==> config.mk <==
export PLATFORM = sky130hd
export DESIGN_NAME = mc_core_ctrl
export DESIGN_NICKNAME = d
export VERILOG_FILES = /design/src/rtl/mc_ctrl_pkg.sv /design/src/rtl/mc_alu_dec.sv /design/src/rtl/mc_core_ctrl.sv
export SDC_FILE = /design/constraint.sdc
export NUM_CORES = 1
export LEC_CHECK = 0
export CAP_MARGIN = 20
export CORE_MARGIN = 4
export CORE_UTILIZATION = 47
export CTS_BUF_LIST = sky130_fd_sc_hd__clkbuf_16
export DETAILED_ROUTE_END_ITERATION = 7
export PLACE_DENSITY_LB_ADDON = 0.08
export SLEW_MARGIN = 25
export SYNTH_ARGS = -nofsm -noshare
export SYNTH_HDL_FRONTEND = slang
export SYNTH_SLANG_ARGS = --single-unit
==> constraint.sdc <==
create_clock -name clk -period 3.68 [get_ports clk]
set_input_delay 0.736 -clock clk [delete_from_list [all_inputs] [get_ports clk]]
set_output_delay 0.736 -clock clk [all_outputs]
set_load 0.02 [all_outputs]
==> src/rtl/mc_ctrl_pkg.sv <==
// mc_ctrl_pkg: shared encodings for the multicycle RV32I sequencing controller.
package mc_ctrl_pkg;

  localparam int unsigned OP_W   = 7;
  localparam int unsigned F3_W   = 3;
  localparam int unsigned HOLD_W = 4;

  typedef enum logic [3:0] {
    FETCH, DECODE, MEMADR, MEMREAD, MEMWB, MEMWRITE,
    EXECR, EXECI, ALUWB, JAL, BRANCH, HALT
  } state_e;

  localparam logic [OP_W-1:0] OP_LOAD   = 7'b0000011;
  localparam logic [OP_W-1:0] OP_STORE  = 7'b0100011;
  localparam logic [OP_W-1:0] OP_RTYPE  = 7'b0110011;
  localparam logic [OP_W-1:0] OP_ITYPE  = 7'b0010011;
  localparam logic [OP_W-1:0] OP_BRANCH = 7'b1100011;
  localparam logic [OP_W-1:0] OP_JAL    = 7'b1101111;

  localparam logic [1:0] ALUOP_ADD   = 2'b00;
  localparam logic [1:0] ALUOP_SUB   = 2'b01;
  localparam logic [1:0] ALUOP_FUNCT = 2'b10;

  localparam logic [2:0] ALU_ADD = 3'b000;
  localparam logic [2:0] ALU_SUB = 3'b001;
  localparam logic [2:0] ALU_AND = 3'b010;
  localparam logic [2:0] ALU_OR  = 3'b011;
  localparam logic [2:0] ALU_SLT = 3'b101;

  localparam logic [1:0] RES_ALUOUT    = 2'b00;
  localparam logic [1:0] RES_DATA      = 2'b01;
  localparam logic [1:0] RES_ALURESULT = 2'b10;

  localparam logic [1:0] SRCA_PC    = 2'b00;
  localparam logic [1:0] SRCA_OLDPC = 2'b01;
  localparam logic [1:0] SRCA_RD1   = 2'b10;

  localparam logic [1:0] SRCB_RD2  = 2'b00;
  localparam logic [1:0] SRCB_IMM  = 2'b01;
  localparam logic [1:0] SRCB_FOUR = 2'b10;

  localparam logic [1:0] IMM_I = 2'b00;
  localparam logic [1:0] IMM_S = 2'b01;
  localparam logic [1:0] IMM_B = 2'b10;
  localparam logic [1:0] IMM_J = 2'b11;

  // Immediate format straight from the opcode, independent of state.
  function automatic logic [1:0] imm_src(input logic [OP_W-1:0] op);
    case (op)
      OP_STORE:  return IMM_S;
      OP_BRANCH: return IMM_B;
      OP_JAL:    return IMM_J;
      default:   return IMM_I;
    endcase
  endfunction

endpackage

==> src/rtl/mc_alu_dec.sv <==
// mc_alu_dec: ALUOp/funct3/funct7b5 to ALUControl mapping.
module mc_alu_dec
  import mc_ctrl_pkg::*;
(
  input  logic [1:0]      alu_op,
  input  logic [F3_W-1:0] funct3,
  input  logic            op_b5,
  input  logic            funct7b5,
  output logic [2:0]      alu_control_c
);

  // sub only for R-type with funct7b5 set; I-type funct7 bits are immediate.
  always_comb begin
    alu_control_c = ALU_ADD;
    case (alu_op)
      ALUOP_ADD: alu_control_c = ALU_ADD;
      ALUOP_SUB: alu_control_c = ALU_SUB;
      ALUOP_FUNCT: begin
        case (funct3)
          3'b000:  alu_control_c = (op_b5 & funct7b5) ? ALU_SUB : ALU_ADD;
          3'b010:  alu_control_c = ALU_SLT;
          3'b110:  alu_control_c = ALU_OR;
          3'b111:  alu_control_c = ALU_AND;
          default: alu_control_c = ALU_ADD;
        endcase
      end
      default: alu_control_c = ALU_ADD;
    endcase
  end

endmodule

==> src/rtl/mc_core_ctrl.sv <==
// mc_core_ctrl: multicycle RV32I sequencer; state is registered, write
// enables are Mealy on mem_ready/Zero. Optional MC_ILLEGAL_TRAP_EN traps
// unknown opcodes into HALT and adds the illegal_op output.
module mc_core_ctrl
  import mc_ctrl_pkg::*;
#(
  parameter int unsigned RESET_PC_HOLD = 0
) (
  input  logic            clk,
  input  logic            reset,
  input  logic [OP_W-1:0] op,
  input  logic [F3_W-1:0] funct3,
  input  logic            funct7b5,
  input  logic            Zero,
  input  logic            mem_ready,
  output logic            mem_req,
  output logic            PCWrite,
  output logic            AdrSrc,
  output logic            MemWrite,
  output logic            IRWrite,
  output logic [1:0]      ResultSrc,
  output logic [1:0]      ALUSrcA,
  output logic [1:0]      ALUSrcB,
  output logic [1:0]      ImmSrc,
  output logic [2:0]      ALUControl,
`ifdef MC_ILLEGAL_TRAP_EN
  output logic            illegal_op,
`endif
  output logic            RegWrite
);

  state_e            state_q, state_d, cur_state;
  logic [HOLD_W-1:0] hold_q, hold_d;
  logic [1:0]        alu_op;
  logic              fetch_req;

  assign fetch_req = (hold_q == '0);

  // Next state and hold-counter countdown.
  always_comb begin
    state_d = state_q;
    hold_d  = hold_q;
    if (hold_q != '0) hold_d = hold_q - HOLD_W'(1);
    case (state_q)
      FETCH:    if (fetch_req && mem_ready) state_d = DECODE;
      DECODE: begin
        case (op)
          OP_LOAD, OP_STORE: state_d = MEMADR;
          OP_RTYPE:          state_d = EXECR;
          OP_ITYPE:          state_d = EXECI;
          OP_BRANCH:         state_d = BRANCH;
          OP_JAL:            state_d = JAL;
`ifdef MC_ILLEGAL_TRAP_EN
          default:           state_d = HALT;
`else
          default:           state_d = FETCH;
`endif
        endcase
      end
      MEMADR:   state_d = (op == OP_LOAD) ? MEMREAD : MEMWRITE;
      MEMREAD:  if (mem_ready) state_d = MEMWB;
      MEMWRITE: if (mem_ready) state_d = FETCH;
      EXECR, EXECI: state_d = ALUWB;
      HALT:     state_d = HALT;
      default:  state_d = FETCH;
    endcase
  end

  // State and hold counter; reset restarts fetch with the hold window.
  always_ff @(posedge clk) begin
    if (reset) begin
      state_q <= FETCH;
      hold_q  <= HOLD_W'(RESET_PC_HOLD);
    end else begin
      state_q <= state_d;
      hold_q  <= hold_d;
    end
  end

  // Per-state datapath controls; reset presents FETCH selects with enables off.
  always_comb begin
    cur_state = reset ? FETCH : state_q;
    mem_req   = 1'b0;
    PCWrite   = 1'b0;
    AdrSrc    = 1'b0;
    MemWrite  = 1'b0;
    IRWrite   = 1'b0;
    RegWrite  = 1'b0;
    ResultSrc = RES_ALUOUT;
    ALUSrcA   = SRCA_PC;
    ALUSrcB   = SRCB_RD2;
    alu_op    = ALUOP_ADD;
`ifdef MC_ILLEGAL_TRAP_EN
    illegal_op = 1'b0;
`endif
    case (cur_state)
      FETCH: begin
        ALUSrcB   = SRCB_FOUR;
        ResultSrc = RES_ALURESULT;
        mem_req   = fetch_req;
        IRWrite   = fetch_req & mem_ready;
        PCWrite   = fetch_req & mem_ready;
      end
      DECODE: begin
        ALUSrcA = SRCA_OLDPC;
        ALUSrcB = SRCB_IMM;
      end
      MEMADR: begin
        ALUSrcA = SRCA_RD1;
        ALUSrcB = SRCB_IMM;
      end
      MEMREAD: begin
        AdrSrc  = 1'b1;
        mem_req = 1'b1;
      end
      MEMWB: begin
        ResultSrc = RES_DATA;
        RegWrite  = 1'b1;
      end
      MEMWRITE: begin
        AdrSrc   = 1'b1;
        mem_req  = 1'b1;
        MemWrite = 1'b1;
      end
      EXECR: begin
        ALUSrcA = SRCA_RD1;
        alu_op  = ALUOP_FUNCT;
      end
      EXECI: begin
        ALUSrcA = SRCA_RD1;
        ALUSrcB = SRCB_IMM;
        alu_op  = ALUOP_FUNCT;
      end
      ALUWB: RegWrite = 1'b1;
      JAL: begin
        ALUSrcA  = SRCA_OLDPC;
        ALUSrcB  = SRCB_FOUR;
        PCWrite  = 1'b1;
        RegWrite = 1'b1;
      end
      BRANCH: begin
        ALUSrcA = SRCA_RD1;
        alu_op  = ALUOP_SUB;
        PCWrite = ((funct3 == 3'b000) & Zero) | ((funct3 == 3'b001) & ~Zero);
      end
`ifdef MC_ILLEGAL_TRAP_EN
      HALT: illegal_op = 1'b1;
`endif
      default: ;
    endcase
    if (reset) begin
      mem_req  = 1'b0;
      PCWrite  = 1'b0;
      IRWrite  = 1'b0;
      RegWrite = 1'b0;
      MemWrite = 1'b0;
    end
  end

  assign ImmSrc = imm_src(op);

  mc_alu_dec u_alu_dec (
    .alu_op        (alu_op),
    .funct3        (funct3),
    .op_b5         (op[5]),
    .funct7b5      (funct7b5),
    .alu_control_c (ALUControl)
  );

endmodule
==> reports/results.tsv <==
metric	value	unit
status	completed	
min_period	3540	ps
worstPathCellList	clkdlybuf4s50_1 -> nor2_1 -> nand3_1 -> inv_1 -> ha_1 -> nand3b_1 -> nor3_1 -> clkdlybuf4s50_1	
p_leak	0.487	nW
wire_per_inst	13.3	µm
worst_slew_pin_slew	495	ps
slew_headroom	66.8	%
grt_pass1_vias	963	
clkSinkCount	8	
ctsResizeCount	0	
drt-met1-wl	951	µm
async_reset_ff_share	0	%
clk_path_buf_depth	2	
critPathSlowestCell	clkdlybuf4s50_1	
whs	534	ps
crit_buf_inv	3	
wl_met3	129	µm
gp_congestion	0.842	
ioPinCount	32	
tritoncts	done	
grt_usage	21.2	%
synth_edf_count	0	
yosysWarnings	0	
synth_nets	141	
drcViolationCount	0	
final_core_util	74.6	%
holdBufCountCts	0	
die_x	50.4	µm
max_stage_delay	620	ps
grt_pass1_wl	4230	µm
final_nets	175	
ys_types	40	
hp-class	flop to flop	
syn_to_final_growth	50.6	%
ys_ff_latch	8	
coreArea	0.00171	mm²
antenna_found_initial	0	
io_buffers	31	
clk_latency	230	ps
top_layer	met4	
htreeDepth	1	
rsz0062_at_grt	false	
syn-mean-instance-area	6.93	µm²
drt-initial-drc-count	19	
irDropWorstVdd	0.272	mV
period_share	96.2	%
grt_max_degree	17	
dr.pass1.iters	4	
hold_end	hold_q[3]	
path_common_cell	clkdlybuf4s50_1	
reg2reg_from	hold_q[0]	
cts_buffers	3	
crit_fanout	4	
rows	15	
whs_path_depth	2	
drt.antenna.violating_nets	0	
grt-ovfl-total	0	
power_density	492	mW/mm²
ys_seq_area_share	18.9	%
crit_required	2940	ps
power	0.627	mW
synth_cells	122	
worst_setup_path_end_kind	output port	
routed_wl	2380	µm
vias	999	
wl_met2	1280	µm
hold_viol_final	0	
final.setup.tns	0	ps
die_h	50.4	µm
fin_skew	0.898	ps
finalSetupViolations	0	
synthesis.area	846	µm²
fmax	282	MHz
drv_slew	0	
criticalPathCategory	primary input to output port	
dp_hpwl	1790	µm
rr_worst_depth	7	
crit_arrival	2800	ps
drive_gt1_share	11.0	%
avgViaCountPerCell	5.58	
min_from	hold_q[3]	
regToRegEndpoint	state_q[0]	
critPathTopFamily	buffers and inverters	
diodes	0	
r2r_slack	1870	ps
post-cts-setup-buffers	0	
maxCapViolCount	0	
cts_root_buf	clkbuf_16	
startpoint_type	primary input	
clk_pin_slew_worst_paths	40	ps
finalWorstSetupSlack	139	ps
dpl_worst_slack	143	ps
fp.dieArea	0.00254	mm²
start_util	49.5	%
synthFlopType	dfxtp_1	
==> routing by layer <==
| metal | GRT usage (%) | vias to the layer above |
|---|---|---|
| met4 | 6.28 | 0 |
| met3 | 4.15 | 2 |
| met2 | 39.3 | 36 |
| met5 | 0 | - |
| li1 | - | 505 |
| met1 | 24.2 | 456 |
==> placed cells by master (no fill, tap or decap), drive strengths merged, types with 3 or more instances in the layout <==
| master | count |
|---|---|
| nand2 | 8 |
| nor4 | 3 |
| xnor2 | 5 |
| a31oi | 4 |
| buf | 6 |
| or2 | 4 |
| clkbuf | 3 |
| nand2b | 3 |
| or3 | 3 |
| a21oi | 8 |
| inv | 6 |
| nor2 | 19 |
| clkdlybuf4s50 | 31 |
| nor3 | 11 |
| nand3 | 3 |
| ha | 4 |
| dfxtp | 8 |
==> worst max-delay path by stage <==
| stage | from | cells past startpoint | endpoint |
|---|---|---|---|
| finish | reset | 8 | ALUControl[2] |
| CTS | reset | 8 | ALUControl[2] |
| floorplan | reset | 7 | ALUControl[2] |
| detailed placement | reset | 8 | ALUControl[2] |
| global route | reset | 8 | ALUControl[2] |
| global placement | reset | 5 | PCWrite |
==> cell usage after synthesis (3+ instances only) <==
library cell | number | area (µm²)
nor3_1 | 11 | 55.1
ha_1 | 4 | 50.1
xnor2_1 | 5 | 43.8
nand2_1 | 8 | 30.0
nand3_1 | 3 | 15.0
inv_1 | 6 | 22.5
or3_1 | 3 | 18.8
nor2_1 | 19 | 71.3
or2_2 | 3 | 18.8
a31oi_1 | 4 | 25.0
clkbuf_1 | 6 | 22.5
nor4_1 | 3 | 18.8
nand2b_1 | 3 | 18.8
a21oi_1 | 8 | 40.0
dfxtp_1 | 8 | 160
==> registers in the layout (all words and copies together), names as in the netlist <==
name and count:
state_q 4, hold_q 4
==> report_power, final <==
part	total, mW	internal (mW)	switching [mW]	leakage [nW]
clock	0.179	0.140	0.0395	0.0370
sequential	0.145	0.111	0.0336	0.0655
combinational	0.303	0.144	0.159	0.385
total	0.627	0.395	0.232	0.487
==> final cells by class <==
cell class,count,area [µm²]
Tap cell,25,31.3
Sequential cell,8,160
Inverter,6,22.5
Timing Repair Buffer,37,355
Clock buffer,3,75.1
Multi-Input combinational cell,100,629
Fill cell,141,434
==> through the flow <==
stage                     cells  cell area (µm²)
after global placement      176             1200
after CTS                   179             1270
after detailed placement    176             1200
after floorplan             122              846
final                       179             1270
after global routing        179             1270
==> worst register-to-register path, cell delays in order, from the launching register on <==
cell and delay [ps]:
dfxtp_1 320, inv_1 120, ha_1 170, nor3b_2 440, nor4b_1 100, nor3_1 330, o32ai_1 150, nor2_1 120
==> cells by family (layout without fill, tap and decap cells) <==
logic type               count (synthesis)  after routing  synth area share [%]
AND/OR/NAND/NOR                         67             67                  43.5
adder cells (fa/ha/maj)                  4              4                  5.92
flip-flops                               8              8                  18.9
buffers and inverters                   14             46                  6.66
AO/OA/AOI/OAI                           22             22                  17.6
multiplexers                             1              1                  1.18
XOR/XNOR                                 6              6                  6.21
Power figures use the tool's default switching activity.
